### config.mk
export PLATFORM = sky130hd
export DESIGN_NAME = pc_sequencer_flat
export DESIGN_NICKNAME = d
export VERILOG_FILES = /design/src/rtl/pc_sequencer_if.sv /design/src/rtl/pc_sequencer.sv /design/src/flat_wrapper.sv
export SDC_FILE = /design/constraint.sdc
export NUM_CORES = 1
export LEC_CHECK = 0
export CORE_MARGIN = 8
export CORE_UTILIZATION = 30
export CTS_BUF_LIST = sky130_fd_sc_hd__clkbuf_16
export DETAILED_ROUTE_END_ITERATION = 10
export SETUP_SLACK_MARGIN = 0.2
export SYNTH_ARGS = -nofsm -noshare
export SYNTH_HDL_FRONTEND = slang
export SYNTH_SLANG_ARGS = --single-unit
### constraint.sdc
create_clock -name clk -period 1.8 [get_ports clk]
set_input_delay 0.18 -clock clk [delete_from_list [all_inputs] [get_ports clk]]
set_output_delay 0.18 -clock clk [all_outputs]
set_load 0.1 [all_outputs]
### src/rtl/pc_sequencer_if.sv
// Handshake bundle between the P7 PC register/hazard/CP0 side and the next-PC sequencer.
// master drives the requests and current PC; slave returns the PC load controls.
interface pc_sequencer_if;
  localparam int unsigned ADDR_W = 32;

  logic [ADDR_W-1:0] PCOut;
  logic              Stall;
  logic              BrValid;
  logic [ADDR_W-1:0] BrTarget;
  logic              ExcReq;
  logic              EretReq;
  logic [ADDR_W-1:0] EPC;
  logic              PCUpdate;
  logic [ADDR_W-1:0] PCIn;
  logic              Flush;
  logic              PendValid;

  modport master (
    output PCOut, Stall, BrValid, BrTarget, ExcReq, EretReq, EPC,
    input  PCUpdate, PCIn, Flush, PendValid
  );

  modport slave (
    input  PCOut, Stall, BrValid, BrTarget, ExcReq, EretReq, EPC,
    output PCUpdate, PCIn, Flush, PendValid
  );
endinterface

### src/rtl/pc_sequencer.sv
// Next-PC scheduler for the P7 PC register: arbitrates exception, ERET, redirect,
// stall and sequential advance; buffers a redirect that lands during a stall.
module pc_sequencer #(
  parameter logic [31:0] RESET_PC   = 32'h0000_3000,
  parameter logic [31:0] EXC_VECTOR = 32'h0000_4180
) (
  input logic          clk,
  input logic          reset,
  pc_sequencer_if.slave bus
);
  localparam int unsigned ADDR_W = 32;

  typedef enum logic [1:0] {
    ST_RUN   = 2'd0,
    ST_PEND  = 2'd1,
    ST_FLUSH = 2'd2
  } state_e;

  state_e            state_q, state_d;
  logic [ADDR_W-1:0] pend_q, pend_d;

  logic              pc_update;
  logic [ADDR_W-1:0] pc_in;
  logic              flush;
  logic              pend_valid;
  logic [ADDR_W-1:0] pc_plus4;
  logic [1:0]        epc_lo_unused;

  assign pc_plus4      = bus.PCOut + ADDR_W'(4);
  assign epc_lo_unused = bus.EPC[1:0];

  // Next-state, pending target and same-cycle PC load controls.
  always_comb begin
    state_d    = state_q;
    pend_d     = pend_q;
    pc_update  = 1'b0;
    pc_in      = pc_plus4;
    flush      = 1'b0;
    pend_valid = (state_q == ST_PEND);

    if (reset) begin
      pc_in      = RESET_PC;
      pend_valid = 1'b0;
      state_d    = ST_RUN;
      pend_d     = '0;
    end else if (bus.ExcReq) begin
      pc_in     = EXC_VECTOR;
      pc_update = 1'b1;
      flush     = 1'b1;
      pend_d    = '0;
      state_d   = ST_FLUSH;
    end else if (bus.EretReq) begin
      pc_in     = {bus.EPC[ADDR_W-1:2], 2'b00};
      pc_update = 1'b1;
      flush     = 1'b1;
      pend_d    = '0;
      state_d   = ST_FLUSH;
    end else begin
      case (state_q)
        ST_RUN: begin
          if (bus.BrValid && !bus.Stall) begin
            pc_in     = bus.BrTarget;
            pc_update = 1'b1;
          end else if (bus.BrValid) begin
            pend_d  = bus.BrTarget;
            state_d = ST_PEND;
          end else begin
            pc_update = !bus.Stall;
          end
        end
        // First latched target wins; later redirects are ignored here.
        ST_PEND: begin
          if (!bus.Stall) begin
            pc_in     = pend_q;
            pc_update = 1'b1;
            pend_d    = '0;
            state_d   = ST_RUN;
          end
        end
        ST_FLUSH: begin
          flush     = 1'b1;
          pc_update = !bus.Stall;
          state_d   = ST_RUN;
        end
        default: begin
          pc_update = !bus.Stall;
          state_d   = ST_RUN;
        end
      endcase
    end
  end

  always_ff @(posedge clk) begin
    state_q <= state_d;
    pend_q  <= pend_d;
  end

  assign bus.PCUpdate  = pc_update;
  assign bus.PCIn      = pc_in;
  assign bus.Flush     = flush;
  assign bus.PendValid = pend_valid;
endmodule

### src/flat_wrapper.sv
// flat-port wrapper written by rule: the top's interface ports become plain ports
module pc_sequencer_flat 
#(
  parameter logic [31:0] RESET_PC   = 32'h0000_3000,
  parameter logic [31:0] EXC_VECTOR = 32'h0000_4180
)
  (clk, reset, bus_PCOut, bus_Stall, bus_BrValid, bus_BrTarget, bus_ExcReq, bus_EretReq, bus_EPC, bus_PCUpdate, bus_PCIn, bus_Flush, bus_PendValid);
  pc_sequencer_if bus_i ();
  input logic clk;
  input logic reset;
  input wire logic [$bits(bus_i.PCOut)-1:0] bus_PCOut;
  input wire logic [$bits(bus_i.Stall)-1:0] bus_Stall;
  input wire logic [$bits(bus_i.BrValid)-1:0] bus_BrValid;
  input wire logic [$bits(bus_i.BrTarget)-1:0] bus_BrTarget;
  input wire logic [$bits(bus_i.ExcReq)-1:0] bus_ExcReq;
  input wire logic [$bits(bus_i.EretReq)-1:0] bus_EretReq;
  input wire logic [$bits(bus_i.EPC)-1:0] bus_EPC;
  output wire logic [$bits(bus_i.PCUpdate)-1:0] bus_PCUpdate;
  output wire logic [$bits(bus_i.PCIn)-1:0] bus_PCIn;
  output wire logic [$bits(bus_i.Flush)-1:0] bus_Flush;
  output wire logic [$bits(bus_i.PendValid)-1:0] bus_PendValid;
  assign bus_i.PCOut = bus_PCOut;
  assign bus_i.Stall = bus_Stall;
  assign bus_i.BrValid = bus_BrValid;
  assign bus_i.BrTarget = bus_BrTarget;
  assign bus_i.ExcReq = bus_ExcReq;
  assign bus_i.EretReq = bus_EretReq;
  assign bus_i.EPC = bus_EPC;
  assign bus_PCUpdate = bus_i.PCUpdate;
  assign bus_PCIn = bus_i.PCIn;
  assign bus_Flush = bus_i.Flush;
  assign bus_PendValid = bus_i.PendValid;
  pc_sequencer #(.RESET_PC(RESET_PC), .EXC_VECTOR(EXC_VECTOR)) u_core (.clk(clk), .reset(reset), .bus(bus_i));
endmodule
==> flow_summary.ini, run 1 <==
[worst_setup_path]
rrSetupSlack_ns = 0.19
r2r_start = u_core.state_q[1]
startpoint_type = input pin
crit_fanout = 7
r2r_cells = 9
endpoint_kind = primary output
worstSetupPathType = input pin to primary output
worstPathArrival_ns = 2.00
crit_start = bus_PCOut[3]
crit_required_ns = 1.62

[drt]
drc = 0
firstDrtPassIters = 7
drtIter0Drc = 262
vias = 4509
ant_nets = 0
wire_per_inst_um = 20.56
vias_per_cell = 5.715
drt-total-wl_um = 16220

[clock_tree]
ctsRootBufferMaster = clkbuf_16
cts_buffers = 5
ctsHoldBuffers = 0
clk_pin_slew_ns = 0.05
htreeDepth = 2
cts_sinks = 34
cts_tree = done
ctsLongestPathBuffers = 2
clock_latency_ns = 0.28

[final_layout]
fin_cells = 789
area_delta_synth_final_pct = 154.8
drive_above_1_share_pct = 49.26
nets = 778
fin_util_pct = 77.77
layout_commonest_cell = buf_4
layout_common_cells = buf_4, clkdlybuf4s50_1, nand2_1, buf_12, nand3_1
num-fill-cells = 606

[synth]
synth-main-ff-cell = dfxtp_1
synthCells = 414
synth_seq_area_share_pct = 24.36
synth_async_sr_flop_share_pct = 0
yosys_register_bits = 34
syn_nets = 517
synth_edf_count = 0
yosysWarnings = 0
synth_area_per_cell_um2 = 6.749
syn-cell-area_um2 = 2794
ys_types = 47

[hold_path]
holdCritStartpoint = u_core.pend_q[23]
worstHoldPathType = flip-flop to flip-flop
hold_depth = 2

[placed_design]
portBuffers = 134
place_inst = 736
place_congestion = 0.9051
hpwlAfterDp_um = 11420

[sta]
slew_headroom_pct = 67.07
hold_viol_final = 0
rsz0062_at_grt = yes
hold_slack_ns = 0.4762
layout_setup_ws_ns = -0.3847
tightest_slew_ns = 0.4939
period_minus_slack_ns = 2.185
slew_viol_final = 0
post-route-period-util_pct = 121.4
max_freq_ghz = 0.4577
finalSetupViolations = 32
finClkSkew_ns = 0.003529

[floorplan]
start_util_pct = 30.53
die_area_um2 = 12660
core_um2 = 9153
num_io_pins = 137
num_rows = 35
die_height_um = 112.5
die_w_um = 112.5

[grt]
antenna_found_initial = 2
grt_pass1_vias = 4773
grt_overflow = 0
grt_pass1_wl_um = 24760
grt_max_degree = 26
track_usage_pct = 24.36

[run_status]
outcome = finished, violations left
violations = negative setup slack

[pwr]
powerDensity_nw_per_um2 = 449.0
p_leak_nw = 2.730
max-vdd-ir-drop_v = 0.0003931

[run]
drv_cap = 0
-- layout make-up --
| class | count | area, µm² | area share (%) |
|---|---|---|---|
| repair buffers | 290 | 3137 | 44.07 |
| multi-input cells | 336 | 2978 | 41.84 |
| diodes | 2 | 5.005 | 0.07031 |
| clock buffers | 5 | 125.1 | 1.758 |
| inverters | 8 | 30.03 | 0.4219 |
| well taps | 111 | 138.9 | 1.951 |
| clock inverters | 3 | 16.27 | 0.2285 |
| flip-flops and latches | 34 | 688.2 | 9.668 |
-- registers in the layout, summed over array words and instances (netlist names) --
signal	cells
u_core.pend_q	32
u_core.state_q	2
-- metrics by stage --
| stage | area [µm²] | worst slack, ns | TNS [ns] | total power, mW |
|---|---|---|---|---|
| finish | 7118 | -0.3847 | -7.413 | 3.196 |
| global route | 7118 | -0.4434 | -9.399 | 3.301 |
| CTS | 6839 | -0.3582 | -6.413 | 3.113 |
| detailed placement | 5971 | -0.8560 | -19.70 | 2.199 |
| global placement | 5971 | -0.8543 | -18.42 | 2.187 |
| floorplan | 3491 | -0.5846 | -6.830 | 1.494 |
-- timing repair --
item / in CTS / in global routing
buffers inserted: 33 / 4
gates resized for setup: 176 / 31
gates cloned: 3 / 3
pin swaps: 75 / 24
setup endpoints to repair: 34 / 42
-- path summary, 6_finish.rpt --
check | end
worst min-delay path | u_core.pend_q[23]
worst min register to register | u_core.pend_q[23]
worst max-delay path | bus_PCIn[23]
worst max register to register | u_core.pend_q[11]
-- metal layers --
| metal | track usage (%) | share of wire [%] |
|---|---|---|
| met5 | 0 | 0 |
| met4 | 10.70 | 3.8 |
| met3 | 5.582 | 7.0 |
| met2 | 43.28 | 51 |
| met1 | 27.18 | 39 |
-- synth_stat cells (all sizes together), types with 9 or more instances --
cell    number  area share, %
o221ai      10            3.1
a221oi      12            3.8
clkbuf      31            4.2
xnor2        9            2.8
nor2        25            3.4
nand3       42            7.5
nor3        12            2.1
dfxtp       34             24
a21oi       49            8.9
nand2       55            7.4
o21ai       27            4.8
-- critical path, cell delays in order --
cell and delay [ns]:
buf_8 0.08, and4_4 0.22, or4b_4 0.52, buf_6 0.16
or3_1 0.32, a31oi_1 0.22, a21o_4 0.13, buf_12 0.16
-- logic make-up (layout without fill, tap and decap cells) --
kind of cell    after synthesis  count (layout)  synth area share (%)
fa+ha+maj                     1               1                0.4478
buf+inv                      45             306                 6.493
flops                        34              34                 24.36
compound gates              141             141                 32.60
other cells                   0               2                     0
simple gates                179             180                 31.71
xor+xnor                     14              14                 4.389
-- power by group --
group | switching (mW) | internal, mW
registers | 0.0101 | 0.759
logic | 0.849 | 0.739
clock network | 0.335 | 0.505
total | 1.19 | 2.00
Power figures use the tool's default switching activity.
==> run 2: changes to the inputs <==
--- a/config.mk
+++ b/config.mk
@@ -6,9 +6,10 @@
 export NUM_CORES = 1
 export LEC_CHECK = 0
 export CORE_MARGIN = 8
-export CORE_UTILIZATION = 30
+export CORE_UTILIZATION = 37
 export CTS_BUF_LIST = sky130_fd_sc_hd__clkbuf_16
 export DETAILED_ROUTE_END_ITERATION = 10
+export PLACE_DENSITY = 0.77
 export SETUP_SLACK_MARGIN = 0.2
 export SYNTH_ARGS = -nofsm -noshare
 export SYNTH_HDL_FRONTEND = slang
==> run 2 against run 1 <==
  * The flow now stops in 5_1_grt
  * Synthesized cell count is the same
  * Synthesized area is the same
==> flow_summary.ini, run 2 <==
[run_status]
outcome = aborted with a tool error
haltStage = 5_1_grt
error_line = [ERROR GRT-0232] Routing congestion too high. Check the congestion heatmap in the GUI.

[synth]
synth_async_sr_flop_share_pct = 0
synth_seq_area_share_pct = 24.36
yosys.cell_count.top_type = nand2_1
synth_top_area_share_pct = 24.36
synth_top_cells_by_count = nand2_1, a21oi_1, nand3_1
synthCells = 414
synth_edf_count = 0
netlist_top_cells_area = dfxtp_1, a21oi_1, nand3_1
synth-main-ff-cell = dfxtp_1
syn-cell-area_um2 = 2794
yosys_register_bits = 34
yosysWarnings = 0
synth_top_cell_by_area = dfxtp_1
syn_nets = 517
ys_types = 47
synth_area_per_cell_um2 = 6.749

[placed_design]
place_congestion = 0.8816
place_area_um2 = 5943
hpwlAfterDp_um = 11630
pre_cts_ws_ns = -0.9343
portBuffers = 134

[floorplan]
start_util_pct = 38.32
num_io_pins = 137
num_rows = 31
die_w_um = 102.9
die_height_um = 102.9

[clock_tree]
cts_sinks = 34
ctsHoldBuffers = 0
htreeDepth = 2
ctsRootBufferMaster = clkbuf_16
ctsLongestPathBuffers = 2
cts_buffers = 5

[grt]
track_usage_pct = 83.32
grt_max_degree = 26
grt_overflow = 551

[sta]
grt_worst_setup_endpoint = bus_PCIn[31]
endpoint_type = top-level output
==> run 2: cell counts after synthesis <==
Identical to the previous run, type by type.
==> run 2: metal layers <==
metal  global-route usage, %  GRT overflow
met1                   74.88             5
met2                   109.4           392
met3                   63.40             2
met4                   96.55           152
met5                   13.27             0
==> run 2: repair_timing <==
| action | 4_1_cts |
|---|---|
| pin swaps | 57 |
| gates cloned | 3 |
| setup endpoints to repair | 34 |
| gates resized for setup | 173 |
| setup buffers | 19 |
==> run 2: per-stage QoR <==
stage | hold WS, ns | std cells | setup TNS (ns) | utilization, %
after detailed placement | 0.4640 | 724 | -19.35 | 81.50
after global placement | 0.4530 | 724 | -18.14 | 81.50
after floorplan | 0.3160 | 414 | -6.830 | -
after CTS | 0.4712 | 754 | -8.057 | 90.58
==> run 2: logic make-up after synthesis <==
kind of cell / share of synthesized area [%]
AOI/OAI and AO/OA: 32.60
xor gates and xnor gates: 4.389
adders and majority gates: 0.4478
buffers and inverters: 6.493
DFF: 24.36
and+or+nand+nor: 31.71
==> run 3: changes to the inputs <==
--- a/config.mk
+++ b/config.mk
@@ -6,11 +6,9 @@
 export NUM_CORES = 1
 export LEC_CHECK = 0
 export CORE_MARGIN = 8
-export CORE_UTILIZATION = 37
-export CTS_BUF_LIST = sky130_fd_sc_hd__clkbuf_16
+export CORE_UTILIZATION = 30
 export DETAILED_ROUTE_END_ITERATION = 10
-export PLACE_DENSITY = 0.77
-export SETUP_SLACK_MARGIN = 0.2
+export PLACE_DENSITY_LB_ADDON = 0.15
 export SYNTH_ARGS = -nofsm -noshare
 export SYNTH_HDL_FRONTEND = slang
 export SYNTH_SLANG_ARGS = --single-unit
==> constraint.sdc (replaced) <==
create_clock -name clk -period 2.3 [get_ports clk]
set_input_delay 0.23 -clock clk [delete_from_list [all_inputs] [get_ports clk]]
set_output_delay 0.23 -clock clk [all_outputs]
set_load 0.1 [all_outputs]
==> run 3 against run 2 <==
  * The flow now finishes without violations
==> flow_summary.ini, run 3 (synthesized netlist as in run 1, its figures left out) <==
[grt]
grt_overflow = 0
grt_pass1_wl_um = 20900
track_usage_pct = 20.45
grt_pass1_vias = 4127
grt_max_degree = 23
antenna_found_initial = 0

[pwr]
p_leak_nw = 2.230
powerDensity_nw_per_um2 = 362.9
max-vdd-ir-drop_v = 0.0003852

[run_status]
outcome = finished, final reports clean

[worst_setup_path]
r2r_cells = 5
critPathCapture = bus_PCIn[25]
rrSetupSlack_ns = 0.85
startpoint_type = input pin
r2r_start = u_core.state_q[1]
worstSetupPathType = input pin to primary output
crit_required_ns = 2.07
crit_fanout = 5
worstPathArrival_ns = 2.06
r2r-end = u_core.pend_q[1]
crit_start = bus_PCOut[13]
endpoint_kind = primary output

[final_layout]
drive_above_1_share_pct = 34.84
area_delta_synth_final_pct = 107.3
top_regs = u_core.pend_q: 32 flops, u_core.state_q: 2 flops
num-fill-cells = 820
antenna_cells = 0
largest_reg_flops = 32
layout_commonest_cell = buf_4
fin_util_pct = 63.27
nets = 722
largest_register = u_core.pend_q
layout_common_cells = buf_4, clkdlybuf4s50_1, nand2_1, nand3_1, a21oi_1

[clock_tree]
htreeDepth = 2
cts_tree = done
clock_latency_ns = 0.28
ctsLongestPathBuffers = 2
cts_sinks = 34
ctsRootBufferMaster = clkbuf_8
clk_pin_slew_ns = 0.06
cts_buffers = 5

[sta]
tightest_slew_ns = 0.4889
slew_headroom_pct = 67.41
finalSetupViolations = 0
period_minus_slack_ns = 2.294
layout_setup_ws_ns = 0.005516
hold_viol_final = 0
slew_viol_final = 0
post-route-period-util_pct = 99.76
finClkSkew_ns = 0.005839
rsz0062_at_grt = yes
hold_slack_ns = 0.4693
max_freq_ghz = 0.4358

[drt]
firstDrtPassIters = 5
drtIter0Drc = 309
vias_per_cell = 5.579
drc = 0
ant_nets = 0
vias = 4078
wire_per_inst_um = 18.33
drt-total-wl_um = 13400

[floorplan]
die_height_um = 112.5
num_io_pins = 137
num_rows = 35
start_util_pct = 30.53
die_w_um = 112.5
die_area_um2 = 12660
core_um2 = 9153

[run]
drv_cap = 0

[placed_design]
place_congestion = 0.9115
pre_cts_ws_ns = -0.4476
hpwlAfterDp_um = 10520
portBuffers = 134

[hold_path]
worstHoldPathType = flip-flop to flip-flop
==> run 3: timing repair <==
action,in CTS,in global routing
buffers inserted,7,1
pin swaps,15,9
gates cloned,1,0
endpoints found under the setup margin,27,18
hold buffers,0,0
gates resized for setup,71,25
==> run 3: per-stage QoR <==
stage / setup TNS [ns] / power [mW] / cells / instance area, µm²
final: 0 / 2.101 / 731 / 5791
after global routing: -0.1679 / 2.188 / 731 / 5791
after CTS: 0 / 2.101 / 730 / 5667
after detailed placement: -5.913 / 1.644 / 714 / 5479
after global placement: -5.560 / 1.637 / 714 / 5479
after floorplan: -0.5523 / 1.124 / 414 / 3098
==> run 3: power breakdown <==
group          leakage [nW]  internal, mW  switching (mW)
logic                  1.91         0.471           0.579
registers             0.276         0.595         0.00591
clock network        0.0482         0.241           0.210
total                  2.23          1.31           0.794
==> run 3: worst min-delay path by stage <==
stage / startpoint / endpoint / slack [ns] / cells past startpoint
floorplan: bus_BrTarget[0] / u_core.pend_q[0] / 0.37 / 2
detailed placement: u_core.pend_q[2] / u_core.pend_q[2] / 0.46 / 2
CTS: u_core.pend_q[2] / u_core.pend_q[2] / 0.47 / 2
finish: u_core.pend_q[28] / u_core.pend_q[28] / 0.47 / 2
global route: u_core.pend_q[4] / u_core.pend_q[4] / 0.49 / 2
global placement: u_core.pend_q[17] / u_core.pend_q[17] / 0.45 / 2
==> run 3: routing by layer <==
layer | track usage, % | vias up | wire length [µm]
li1 | - | 1964 | -
met1 | 25.31 | 1923 | 5598
met2 | 35.17 | 163 | 6588
met3 | 3.650 | 28 | 876
met4 | 6.295 | 0 | 332
met5 | 0 | - | 0
==> run 3: final cells by class <==
type	instances	area, µm²	share of cell area [%]
inverters	8	30.03	0.5186
clock buffers	7	86.33	1.491
well taps	111	138.9	2.398
clock inverters	1	5.005	0.08643
multi-input cells	336	2386	41.21
repair buffers	234	2459	42.46
flip-flops and latches	34	685.7	11.84
==> run 3: critical path, cell delays in order <==
cell     delay (ns)
buf_6          0.07
nand4_1        0.16
or4b_4         0.62
or4_1          0.49
a31oi_1        0.18
a21o_2         0.14
buf_12         0.17
==> run 4: changes to the inputs <==
--- a/config.mk
+++ b/config.mk
@@ -7,6 +7,7 @@
 export LEC_CHECK = 0
 export CORE_MARGIN = 8
 export CORE_UTILIZATION = 30
+export CTS_CLUSTER_DIAMETER = 150
 export DETAILED_ROUTE_END_ITERATION = 10
 export PLACE_DENSITY_LB_ADDON = 0.15
 export SYNTH_ARGS = -nofsm -noshare
==> results of run 4 <==
No change in the layout: final DEF, timing and power equal those of run 3.
